<file path="src/rtl/alu_regfile_loader_if.sv">
// Board-side bus for alu_regfile_loader: shared switch data, three load buttons,
// and the registered ALU result with its status flags.
interface alu_regfile_loader_if #(
    parameter int NB_DATA = 8,
    parameter int NB_OP   = 6
);
    logic [NB_DATA-1:0] i_data;
    logic               i_btn_a;
    logic               i_btn_b;
    logic               i_btn_op;
    logic [NB_DATA-1:0] o_result;
    logic               o_carry;
    logic               o_overflow;
    logic               o_zero;
    logic               o_valid;

    modport master (
        output i_data, i_btn_a, i_btn_b, i_btn_op,
        input  o_result, o_carry, o_overflow, o_zero, o_valid
    );

    modport slave (
        input  i_data, i_btn_a, i_btn_b, i_btn_op,
        output o_result, o_carry, o_overflow, o_zero, o_valid
    );
endinterface

</file>
<file path="src/rtl/alu_regfile_loader.sv">
// Clocked ALU: operands and opcode are captured from a shared bus on button rising
// edges; the result and flags are registered one clock after the operand registers.
module alu_regfile_loader #(
    parameter int NB_DATA = 8,
    parameter int NB_OP   = 6
) (
    input  logic                 clk,
    input  logic                 i_reset,
    alu_regfile_loader_if.slave  bus
);
    localparam logic [NB_OP-1:0]   OP_ADD    = NB_OP'(6'b100000);
    localparam logic [NB_OP-1:0]   OP_SUB    = NB_OP'(6'b100010);
    localparam logic [NB_OP-1:0]   OP_AND    = NB_OP'(6'b100100);
    localparam logic [NB_OP-1:0]   OP_OR     = NB_OP'(6'b100101);
    localparam logic [NB_OP-1:0]   OP_XOR    = NB_OP'(6'b100110);
    localparam logic [NB_OP-1:0]   OP_NOR    = NB_OP'(6'b100111);
    localparam logic [NB_OP-1:0]   OP_SRL    = NB_OP'(6'b000010);
    localparam logic [NB_OP-1:0]   OP_SRA    = NB_OP'(6'b000011);
    localparam logic [NB_DATA-1:0] SHIFT_LIM = NB_DATA'(NB_DATA);
    localparam int                 MSB       = NB_DATA - 1;

    logic [NB_DATA-1:0] a_q, a_d, b_q, b_d;
    logic [NB_OP-1:0]   op_q, op_d;
    logic [2:0]         loaded_q, loaded_d;
    logic [2:0]         prev_q, prev_d;
    logic [NB_DATA-1:0] result_q, result_d;
    logic               carry_q, carry_d;
    logic               ovf_q, ovf_d;
    logic               zero_q, zero_d;
    logic               valid_q, valid_d;

    logic [2:0]         btn_s;
    logic [2:0]         edge_s;
    logic [NB_DATA:0]   sum_s;
    logic [NB_DATA:0]   diff_s;
    logic [NB_DATA-1:0] alu_res_s;
    logic               alu_carry_s;
    logic               alu_ovf_s;
    logic               defined_s;

    assign btn_s  = {bus.i_btn_op, bus.i_btn_b, bus.i_btn_a};
    assign edge_s = btn_s & ~prev_q;

    // Operand/opcode capture on button rising edges and sticky loaded flags
    always_comb begin
        prev_d   = btn_s;
        loaded_d = loaded_q | edge_s;
        if (edge_s[0]) begin
            a_d = bus.i_data;
        end else begin
            a_d = a_q;
        end
        if (edge_s[1]) begin
            b_d = bus.i_data;
        end else begin
            b_d = b_q;
        end
        if (edge_s[2]) begin
            op_d = bus.i_data[NB_OP-1:0];
        end else begin
            op_d = op_q;
        end
    end

    // ALU datapath; SUB is A + ~B + 1 so its carry-out means "no borrow"
    always_comb begin
        sum_s       = {1'b0, a_q} + {1'b0, b_q};
        diff_s      = {1'b0, a_q} + {1'b0, ~b_q} + {{NB_DATA{1'b0}}, 1'b1};
        alu_res_s   = {NB_DATA{1'b0}};
        alu_carry_s = 1'b0;
        alu_ovf_s   = 1'b0;
        defined_s   = 1'b1;
        case (op_q)
            OP_ADD: begin
                alu_res_s   = sum_s[NB_DATA-1:0];
                alu_carry_s = sum_s[NB_DATA];
                alu_ovf_s   = (a_q[MSB] == b_q[MSB]) && (sum_s[MSB] != a_q[MSB]);
            end
            OP_SUB: begin
                alu_res_s   = diff_s[NB_DATA-1:0];
                alu_carry_s = diff_s[NB_DATA];
                alu_ovf_s   = (a_q[MSB] != b_q[MSB]) && (diff_s[MSB] != a_q[MSB]);
            end
            OP_AND: alu_res_s = a_q & b_q;
            OP_OR:  alu_res_s = a_q | b_q;
            OP_XOR: alu_res_s = a_q ^ b_q;
            OP_NOR: alu_res_s = ~(a_q | b_q);
            OP_SRL: begin
                if (b_q >= SHIFT_LIM) begin
                    alu_res_s = {NB_DATA{1'b0}};
                end else begin
                    alu_res_s = a_q >> b_q;
                end
            end
            OP_SRA: begin
                if (b_q >= SHIFT_LIM) begin
                    alu_res_s = {NB_DATA{a_q[MSB]}};
                end else begin
                    alu_res_s = $unsigned($signed(a_q) >>> b_q);
                end
            end
            default: defined_s = 1'b0;
        endcase
    end

    // Result/flag next state; an undefined opcode keeps the last result and flags
    always_comb begin
        valid_d = &loaded_q;
        if (defined_s) begin
            result_d = alu_res_s;
            carry_d  = alu_carry_s;
            ovf_d    = alu_ovf_s;
            zero_d   = (alu_res_s == {NB_DATA{1'b0}});
        end else begin
            result_d = result_q;
            carry_d  = carry_q;
            ovf_d    = ovf_q;
            zero_d   = zero_q;
        end
    end

    // State registers; previous-level flops reset high so a held button never loads
    always_ff @(posedge clk) begin
        if (i_reset) begin
            a_q      <= {NB_DATA{1'b0}};
            b_q      <= {NB_DATA{1'b0}};
            op_q     <= {NB_OP{1'b0}};
            loaded_q <= 3'b000;
            prev_q   <= 3'b111;
            result_q <= {NB_DATA{1'b0}};
            carry_q  <= 1'b0;
            ovf_q    <= 1'b0;
            zero_q   <= 1'b1;
            valid_q  <= 1'b0;
        end else begin
            a_q      <= a_d;
            b_q      <= b_d;
            op_q     <= op_d;
            loaded_q <= loaded_d;
            prev_q   <= prev_d;
            result_q <= result_d;
            carry_q  <= carry_d;
            ovf_q    <= ovf_d;
            zero_q   <= zero_d;
            valid_q  <= valid_d;
        end
    end

    assign bus.o_result   = result_q;
    assign bus.o_carry    = carry_q;
    assign bus.o_overflow = ovf_q;
    assign bus.o_zero     = zero_q;
    assign bus.o_valid    = valid_q;
endmodule

</file>
<file path="src/flat_wrapper.sv">
// flat-port wrapper written by rule: the top's interface ports become plain ports
module alu_regfile_loader_flat 
#(
    parameter int NB_DATA = 8,
    parameter int NB_OP   = 6
)
  (clk, i_reset, bus_i_data, bus_i_btn_a, bus_i_btn_b, bus_i_btn_op, bus_o_result, bus_o_carry, bus_o_overflow, bus_o_zero, bus_o_valid);
  alu_regfile_loader_if #(.NB_DATA(NB_DATA), .NB_OP(NB_OP)) bus_i ();
  input  logic clk;
  input  logic i_reset;
  input wire logic [$bits(bus_i.i_data)-1:0] bus_i_data;
  input wire logic [$bits(bus_i.i_btn_a)-1:0] bus_i_btn_a;
  input wire logic [$bits(bus_i.i_btn_b)-1:0] bus_i_btn_b;
  input wire logic [$bits(bus_i.i_btn_op)-1:0] bus_i_btn_op;
  output wire logic [$bits(bus_i.o_result)-1:0] bus_o_result;
  output wire logic [$bits(bus_i.o_carry)-1:0] bus_o_carry;
  output wire logic [$bits(bus_i.o_overflow)-1:0] bus_o_overflow;
  output wire logic [$bits(bus_i.o_zero)-1:0] bus_o_zero;
  output wire logic [$bits(bus_i.o_valid)-1:0] bus_o_valid;
  assign bus_i.i_data = bus_i_data;
  assign bus_i.i_btn_a = bus_i_btn_a;
  assign bus_i.i_btn_b = bus_i_btn_b;
  assign bus_i.i_btn_op = bus_i_btn_op;
  assign bus_o_result = bus_i.o_result;
  assign bus_o_carry = bus_i.o_carry;
  assign bus_o_overflow = bus_i.o_overflow;
  assign bus_o_zero = bus_i.o_zero;
  assign bus_o_valid = bus_i.o_valid;
  alu_regfile_loader #(.NB_DATA(NB_DATA), .NB_OP(NB_OP)) u_core (.clk(clk), .i_reset(i_reset), .bus(bus_i));
endmodule
</file>
<file path="config.mk">
export PLATFORM = sky130hd
export DESIGN_NAME = alu_regfile_loader_flat
export DESIGN_NICKNAME = d
export VERILOG_FILES = /design/src/rtl/alu_regfile_loader_if.sv /design/src/rtl/alu_regfile_loader.sv /design/src/flat_wrapper.sv
export SDC_FILE = /design/constraint.sdc
export NUM_CORES = 1
export LEC_CHECK = 0
export CORE_UTILIZATION = 55
export CTS_BUF_LIST = sky130_fd_sc_hd__clkbuf_4 sky130_fd_sc_hd__clkbuf_8
export DETAILED_ROUTE_END_ITERATION = 10
export PLACE_DENSITY = 0.79
export SKIP_LAST_GASP = 1
export SYNTH_ARGS = -nofsm -noshare
export SYNTH_HDL_FRONTEND = slang
export SYNTH_SLANG_ARGS = --single-unit
</file>
<file path="constraint.sdc">
create_clock -name clk -period 2.3 [get_ports clk]
set_input_delay 0.46 -clock clk [delete_from_list [all_inputs] [get_ports clk]]
set_output_delay 0.46 -clock clk [all_outputs]
set_load 0.03 [all_outputs]
</file>
==> flow_metrics.tcl, run 1 <==
set metrics [dict create \
    status "complete, but fails checks" \
    violations "setup timing" \
    final_cell_mix "buf_4, nand2_1, nor2_1, a21oi_1, dfxtp_1" \
    setup_viol 1 \
    yosysWarningCount 0 \
    critPathMaxStageDelay_ps 480 \
    routabilityCongestion 0.9418 \
    grt_antenna_before_repair 0 \
    seq_area_um2 815.8 \
    grt_use_total_pct 33.60 \
    fp.dieH_um 78.46 \
    fp.dieW_um 78.46 \
    synth_cell_types 63 \
    rows 27 \
    drtIter0Drc 274 \
    layout_commonest_cell "buf_4" \
    slew_headroom_pct 61.27 \
    firstDrtPassIters 5 \
    ys_ff_latch 40 \
    fin_nets 521 \
    final-max-slew-violation-count 0 \
    cts-hold-fix-buffers 0 \
    start_kind "flop" \
    avgRoutedWirePerCell_um 18.51 \
    area_delta_synth_final_pct 34.24 \
    dp_hpwl_um 7619 \
    avgSynthCellArea_um2 7.862 \
    synthesis.nets 448 \
    max_cap_violations 0 \
    finalCriticalPeriod_ps 2398 \
    p_leak_uw 0.001704 \
    cp_slowest_cell "mux4_2" \
    synth-seq-area-share_pct 24.90 \
    clock_latency_ps 300 \
    cp_top_family "compound AO/OA/AOI/OAI gates" \
    dieArea_um2 6156 \
    grt_pass1_wl_um 15760 \
    fin_ws_ps -97.57 \
    cts.sinks 40 \
    ys.flop_type "dfxtp_1" \
    hp-class "reg -> reg" \
    crit_arrival_ps 2650 \
    finalPower_uw 1824 \
    worstSetupPathType "reg -> reg" \
    drcViolationCount 0 \
    globalRouteOverflowTotal 0 \
    crit_chain "buf_4 > mux4_2 > and2_4 > a311o_1 > a221oi_2 > o2111ai_2 > nor4_2 > a31o_1" \
    multi_input_area_um2 2404 \
    tightestPinTransition_ps 577.4 \
    numCtsBuffers 5 \
    antenna_left 0 \
    clkTransAtPathRegs_ps 90 \
    tritoncts "done" \
    vias_per_cell 5.971 \
    n_fill_cell 405 \
    start_util_pct 57.69 \
    grt_pass1_vias 3109 \
    syn_inst 409 \
    max_freq_ghz 0.4171 \
    cp_max_fo 7 \
    port_buffers 24 \
    htree_levels 2 \
    final_util_pct 77.44 \
    skew_ps 7.682 \
    grt_max_degree 39 \
    peakVddDrop_v 0.0005406 \
    crit_required_ps 2550 \
    crit_buf_inv 1 \
    clk_path_buf_depth 2 \
    synth_edf_count 0 \
    via_count 3314 \
    core-area_um2 5574 \
    post-route-period-util_pct 104.2 \
    end_kind "flop" \
    cts_root_buf "clkbuf_8" \
    ys_async_sr_fraction_pct 0 \
    wirelength_um 10270 \
    power_density_nw_per_um2 422.6 \
    antenna_cells 0 \
    rsz0062_at_grt "yes" \
    io_pins 25 \
    syn-cell-area_um2 3216 \
    hold_viol 0 \
    drive_above_1_share_pct 29.61 \
]
## per-stage QoR
stage	hold slack [ps]	setup slack [ps]	instance area (um^2)	setup TNS, ps	instances
6_report	443.7	-97.57	4317	-97.57	555
5_1_grt	461.0	-173.6	4317	-295.0	555
4_1_cts	444.7	-78.12	4207	-78.12	552
3_5_place_dp	432.7	-246.0	3935	-875.5	541
3_3_place_gp	422.0	-194.0	3935	-528.8	541
2_1_floorplan	414.6	-44.64	3233	-44.64	409
## synth_stat cells, drive strengths merged (4+ instances only)
library cell | n | area (um^2)
nor3 | 16 | 80.08
a221oi | 4 | 41.29
nor2b | 9 | 56.30
buf | 9 | 46.29
o21ai | 8 | 40.04
nor4 | 5 | 65.07
inv | 28 | 105.1
a21oi | 40 | 200.2
and2 | 4 | 25.02
mux4 | 4 | 90.09
a211oi | 10 | 75.07
nor2 | 36 | 135.1
ha | 24 | 300.3
xor2 | 5 | 43.79
nand2 | 52 | 195.2
o211ai | 4 | 30.03
or2 | 5 | 31.28
nand2b | 5 | 31.28
xnor2 | 10 | 87.58
mux2i | 14 | 140.1
clkbuf | 17 | 63.81
nor3b | 5 | 37.54
nand3 | 7 | 35.03
dfxtp | 40 | 800.8
## registers in the layout, indices dropped and copies added, names as in the netlist
signal                 cells
u_core.bus.o_zero          1
u_core.a_q                 8
u_core.bus.o_carry         1
u_core.loaded_q            3
u_core.op_q                6
u_core.bus.o_overflow      1
u_core.bus.o_valid         1
u_core.b_q                 8
u_core.prev_q              3
u_core.bus.o_result        8
## worst paths after layout
check / from / end / slack, ps / depth (start not counted)
hold / removal: u_core.loaded_q[1]$_SDFF_PP0_ / u_core.bus.o_valid$_SDFF_PP0_ / 440 / 2
setup reg to reg: u_core.a_q[4]$_SDFFE_PP0P_ / u_core.bus.o_zero$_SDFFE_PP1P_ / -100 / 8
setup / recovery: u_core.a_q[4]$_SDFFE_PP0P_ / u_core.bus.o_zero$_SDFFE_PP1P_ / -100 / 8
hold reg to reg: u_core.loaded_q[1]$_SDFF_PP0_ / u_core.bus.o_valid$_SDFF_PP0_ / 440 / 2
## final cells by class
cell class,count,share of cell area [%]
flip-flops and latches,40,18.90
multi-input cells,314,55.68
inverters,29,2.522
repair buffers,92,18.14
clock buffers,5,1.594
clock inverters,3,1.072
well taps,72,2.087
## where the power goes
group	leakage [uW]	switching (uW)	internal [uW]
Clock	0.0000548	275	327
Sequential	0.000330	21.2	714
Combinational	0.00132	255	231
## what timing repair did
item,in CTS,in global routing
setup endpoints to repair,6,8
pin swaps,17,17
gates resized for setup,33,23
endpoints found under the hold margin,0,0
buffers inserted,3,4
## cells by family (layout without fill, tap and decap cells)
kind of cell               Yosys count  after routing  share of synthesized area, %
adders and majority gates           26             26                         10.58
and+or+nand+nor                    154            154                         23.93
AOI/OAI and AO/OA                   98             98                         21.48
buffers and inverters               55            129                         6.809
muxes                               21             21                         8.210
xor gates and xnor gates            15             15                         4.085
DFF                                 40             40                         24.90
## worst reg2reg max path: cells and delay by family, from the launching register on
family	cells	cell delay [ps]
mux	1	480
simple gates	2	400
compound gates	4	960
buf+inv	1	170
flops	1	340
## per-layer routing
metal	global-route usage [%]	wire length, um
met1	41.22	4364
met2	57.72	5061
met3	4.419	491
met4	16.30	352
met5	0	0
Power figures use the tool's default switching activity.
==> run 2, diff against run 1 <==
--- a/config.mk
+++ b/config.mk
@@ -5,6 +5,7 @@
 export SDC_FILE = /design/constraint.sdc
 export NUM_CORES = 1
 export LEC_CHECK = 0
+export CORE_MARGIN = 4
 export CORE_UTILIZATION = 55
 export CTS_BUF_LIST = sky130_fd_sc_hd__clkbuf_4 sky130_fd_sc_hd__clkbuf_8
 export DETAILED_ROUTE_END_ITERATION = 10
==> flow_metrics.tcl, run 2 (synthesis gave the netlist of run 1 again) <==
set metrics [dict create \
    antenna_cells 0 \
    max_freq_ghz 0.4166 \
    port_buffers 24 \
    io_pins 25 \
    grt_pass1_vias 3406 \
    grt_antenna_before_repair 0 \
    cp_top_family "compound AO/OA/AOI/OAI gates" \
    critPathMaxStageDelay_ps 510 \
    peakVddDrop_v 0.0003947 \
    cts_root_buf "clkbuf_8" \
    placed_area_um2 3985 \
    dieArea_um2 7133 \
    fp.dieW_um 84.46 \
    post-route-period-util_pct 104.4 \
    fp.dieH_um 84.46 \
    crit_arrival_ps 2650 \
    clkTransAtPathRegs_ps 90 \
    cts.sinks 40 \
    fin_area_um2 4390 \
    via_count 3395 \
    vias_per_cell 5.988 \
    crit_chain "buf_4 > buf_12 > mux4_2 > a22oi_2 > nor2_1 > a2111oi_4 > o2111ai_2 > nor4_2 > a31o_1" \
    layout_commonest_cell "buf_4" \
    clk_path_buf_depth 2 \
    setup_viol 3 \
    skew_ps 6.983 \
    rsz0062_at_grt "yes" \
    antenna_left 0 \
    core-area_um2 5574 \
    p_leak_uw 0.001761 \
    start_kind "flop" \
    drtIter0Drc 240 \
    grt_use_total_pct 29.44 \
    multi_input_area_um2 2391 \
    wirelength_um 10360 \
    tightestPinTransition_ps 587.8 \
    routabilityCongestion 0.9885 \
    area_delta_synth_final_pct 36.54 \
    tritoncts "done" \
    fin_ws_ps -100.3 \
    worstReg2RegStart "u_core.b_q[0]$_SDFFE_PP0P_" \
    holdWs_ps 434.0 \
    violations "setup timing" \
    cts-hold-fix-buffers 0 \
    hold_start "u_core.loaded_q[1]$_SDFF_PP0_" \
    final_cell_mix "buf_4, nand2_1, nor2_1, a21oi_1, dfxtp_1" \
    grt_pass1_wl_um 16990 \
    status "complete, but fails checks" \
    slew_headroom_pct 60.58 \
    power_density_nw_per_um2 419.9 \
    end_kind "flop" \
    dp_hpwl_um 7748 \
    drcViolationCount 0 \
    crit_buf_inv 2 \
    n_fill_cell 377 \
    fin_nets 533 \
    hold_viol 0 \
    finalCriticalPeriod_ps 2400 \
    cp_max_fo 16 \
    globalRouteOverflowTotal 0 \
    worstSetupPathType "reg -> reg" \
    htree_levels 2 \
    numCtsBuffers 5 \
    drive_above_1_share_pct 30.71 \
    clock_latency_ps 300 \
    grt_max_degree 28 \
    seq_area_um2 817.0 \
    avgRoutedWirePerCell_um 18.28 \
    rows 27 \
    max_cap_violations 0 \
    firstDrtPassIters 5 \
    start_util_pct 57.69 \
    hp-class "reg -> reg" \
    crit_required_ps 2550 \
    critPathLaunch "u_core.b_q[0]$_SDFFE_PP0P_" \
    final-max-slew-violation-count 0 \
    cp_slowest_cell "mux4_2" \
]
-- run 2: worst paths after layout --
check	to	slack, ps	depth (start not counted)
max	u_core.bus.o_zero$_SDFFE_PP1P_	-100	9
min	u_core.bus.o_valid$_SDFF_PP0_	430	2
max reg2reg	u_core.bus.o_zero$_SDFFE_PP1P_	-100	9
min reg2reg	u_core.bus.o_valid$_SDFF_PP0_	430	2
-- run 2: stage by stage --
stage / TNS [ps] / power, uW / util [%] / std cells / worst slack, ps
6_report: -188.6 / 1844 / 78.77 / 567 / -100.3
2_1_floorplan: -44.64 / 1013 / - / 409 / -44.64
5_1_grt: -669.9 / 1922 / 78.77 / 567 / -211.1
3_3_place_gp: -336.4 / 1184 / 71.49 / 551 / -142.3
3_5_place_dp: -811.0 / 1197 / 71.49 / 551 / -245.8
4_1_cts: -142.5 / 1805 / 76.23 / 563 / -91.99
-- run 2: where the power goes --
part	total, uW	leakage, uW	internal (uW)	switching, uW
Clock	598	0.0000583	327	271
Sequential	739	0.000330	714	24.6
Combinational	506	0.00137	249	257
-- run 2: cell type report --
cell class	instances	share of cell area [%]
clock buffer	5	1.567
timing repair buffer	104	19.69
clock inverter	3	1.083
sequential	40	18.61
inverter	29	2.536
multi-input combinational	314	54.46
tap	72	2.052
-- run 2: timing repair --
item,in CTS,in global routing
pin swaps,10,11
buffers inserted,4,4
gates resized for setup,29,28
setup endpoints to repair,6,8
-- run 2: per-layer routing --
layer / vias to the layer above / routed length [um] / part of all wire, % / GRT usage, %
met5: - / 0 / 0 / 0
met4: 0 / 529 / 5.1 / 14.53
met3: 42 / 553 / 5.3 / 4.220
met2: 129 / 4930 / 48 / 48.71
met1: 1607 / 4349 / 42 / 37.47
li1: 1617 / - / - / -
-- run 2: worst register-to-register path: cells and delay by family (launching register included) --
family | cells | cell delay (ps)
flip-flops | 1 | 410
AND/OR/NAND/NOR | 2 | 270
buffers and inverters | 2 | 280
AO/OA/AOI/OAI | 4 | 890
multiplexers | 1 | 510
==> run 3, diff against run 2 <==
--- a/config.mk
+++ b/config.mk
@@ -10,6 +10,7 @@
 export CTS_BUF_LIST = sky130_fd_sc_hd__clkbuf_4 sky130_fd_sc_hd__clkbuf_8
 export DETAILED_ROUTE_END_ITERATION = 10
 export PLACE_DENSITY = 0.79
+export RECOVER_POWER = 100
 export SKIP_LAST_GASP = 1
 export SYNTH_ARGS = -nofsm -noshare
 export SYNTH_HDL_FRONTEND = slang
==> flow_metrics.tcl, run 3 (synthesis gave the netlist of run 1 again) <==
set metrics [dict create \
    status "complete, but fails checks" \
    violations "setup timing" \
    start_kind "flop" \
    setup_viol 5 \
    clock_latency_ps 300 \
    core-area_um2 5574 \
    hold_viol 0 \
    fp.dieW_um 84.46 \
    antenna_left 0 \
    drive_above_1_share_pct 30.10 \
    cp_common_cell "buf_4" \
    dieArea_um2 7133 \
    cts.sinks 40 \
    holdWs_ps 434.4 \
    antenna_cells 0 \
    rsz0062_at_grt "yes" \
    hp-class "reg -> reg" \
    skew_ps 8.431 \
    globalRouteOverflowTotal 0 \
    numCtsBuffers 5 \
    grt_pass1_vias 3406 \
    seq_area_um2 817.0 \
    rr_worst_depth 10 \
    cp_max_fo 16 \
    grt_use_total_pct 29.44 \
    max_freq_ghz 0.4132 \
    n_fill_cell 380 \
    avgRoutedWirePerCell_um 18.25 \
    p_leak_uw 0.001786 \
    clkTransAtPathRegs_ps 90 \
    post-route-period-util_pct 105.2 \
    critPathMaxStageDelay_ps 510 \
    max_cap_violations 0 \
    worstSetupPathType "reg -> reg" \
    io_pins 25 \
    cp_num_cells 10 \
    final_cell_mix "buf_4, nand2_1, nor2_1, a21oi_1, dfxtp_1" \
    via_count 3418 \
    tritoncts "done" \
    drtIter0Drc 252 \
    area_delta_synth_final_pct 36.11 \
    htree_levels 2 \
    rows 27 \
    fin_tns_setup_ps -284.6 \
    port_buffers 24 \
    firstDrtPassIters 6 \
    end_kind "flop" \
    tightestPinTransition_ps 1157 \
    finalPower_uw 1837 \
    placed_area_um2 3985 \
    dp_hpwl_um 7748 \
    start_util_pct 57.69 \
    peakVddDrop_v 0.0003959 \
    cp_slowest_cell "mux4_2" \
    wirelength_um 10350 \
    crit_required_ps 2430 \
    slew_headroom_pct 22.90 \
    crit_chain "buf_4 > buf_12 > mux4_2 > a22oi_2 > nor2_1 > a2111oi_4 > buf_4 > buf_4 > buf_4 > a21oi_1" \
    routabilityCongestion 0.9885 \
    fin_area_um2 4377 \
    fin_ws_ps -120.3 \
    multi_input_area_um2 2391 \
    finalCriticalPeriod_ps 2420 \
    fp.dieH_um 84.46 \
    crit_buf_inv 5 \
    clk_path_buf_depth 2 \
    grt_antenna_before_repair 0 \
    hold_path_depth 2 \
    fin_nets 533 \
    grt_pass1_wl_um 16990 \
    final_util_pct 78.52 \
    vias_per_cell 6.028 \
    drcViolationCount 0 \
    cts_root_buf "clkbuf_8" \
    crit_arrival_ps 2550 \
    power_density_nw_per_um2 419.7 \
    cp_top_family "buffers and inverters" \
    final-max-slew-violation-count 0 \
    layout_commonest_cell "buf_4" \
    grt_max_degree 28 \
]
-- run 3: cell types whose count changed in the layout (fill, tap and decap cells not counted) --
cell             delta
clkdlybuf4s50_1    -13
dlygate4sd3_1      +13
buf_4               -4
clkbuf_1            +3
buf_2               +1
-- run 3: per-layer routing --
layer	track usage [%]	routed length, um	vias up
met5	0	0	-
met4	14.53	533	0
met3	4.220	629	45
met2	48.71	4923	156
met1	37.47	4264	1603
li1	-	-	1614
-- run 3: power breakdown --
part | switching [uW] | internal, uW
Combinational | 257 | 243
Clock | 272 | 327
Sequential | 24.2 | 714
-- run 3: layout make-up --
class,instances,area share (%)
Multi-Input combinational cell,314,54.63
Timing Repair Buffer,104,19.44
Sequential cell,40,18.67
Inverter,29,2.544
Tap cell,72,2.058
Clock buffer,5,1.572
Clock inverter,3,1.086
-- run 3: path summary, 6_finish.rpt --
kind / to / slack, ps / startpoint
max: u_core.bus.o_result[2]$_SDFFE_PP0P_ / -120 / u_core.b_q[0]$_SDFFE_PP0P_
min: u_core.bus.o_valid$_SDFF_PP0_ / 430 / u_core.loaded_q[1]$_SDFF_PP0_
max reg2reg: u_core.bus.o_result[2]$_SDFFE_PP0P_ / -120 / u_core.b_q[0]$_SDFFE_PP0P_
min reg2reg: u_core.bus.o_valid$_SDFF_PP0_ / 430 / u_core.loaded_q[1]$_SDFF_PP0_
-- run 3: metrics by stage --
stage | cells | setup WS [ps]
3_3_place_gp | 551 | -142.3
6_report | 567 | -120.3
3_5_place_dp | 551 | -245.8
5_1_grt | 567 | -211.1
2_1_floorplan | 409 | -44.64
4_1_cts | 563 | -91.99
-- run 3: worst min-delay path, stage by stage (launching register included) --
cell and delay (ps):
dfxtp_1 320, nand2_1 50, nor3_1 30
-- run 3: repair_timing --
item	4_1_cts	5_1_grt
gates cloned	0	0
pin swaps	10	11
resized for setup	29	28
buffers inserted	4	4
hold buffers	0	0
setup endpoints to repair	6	8
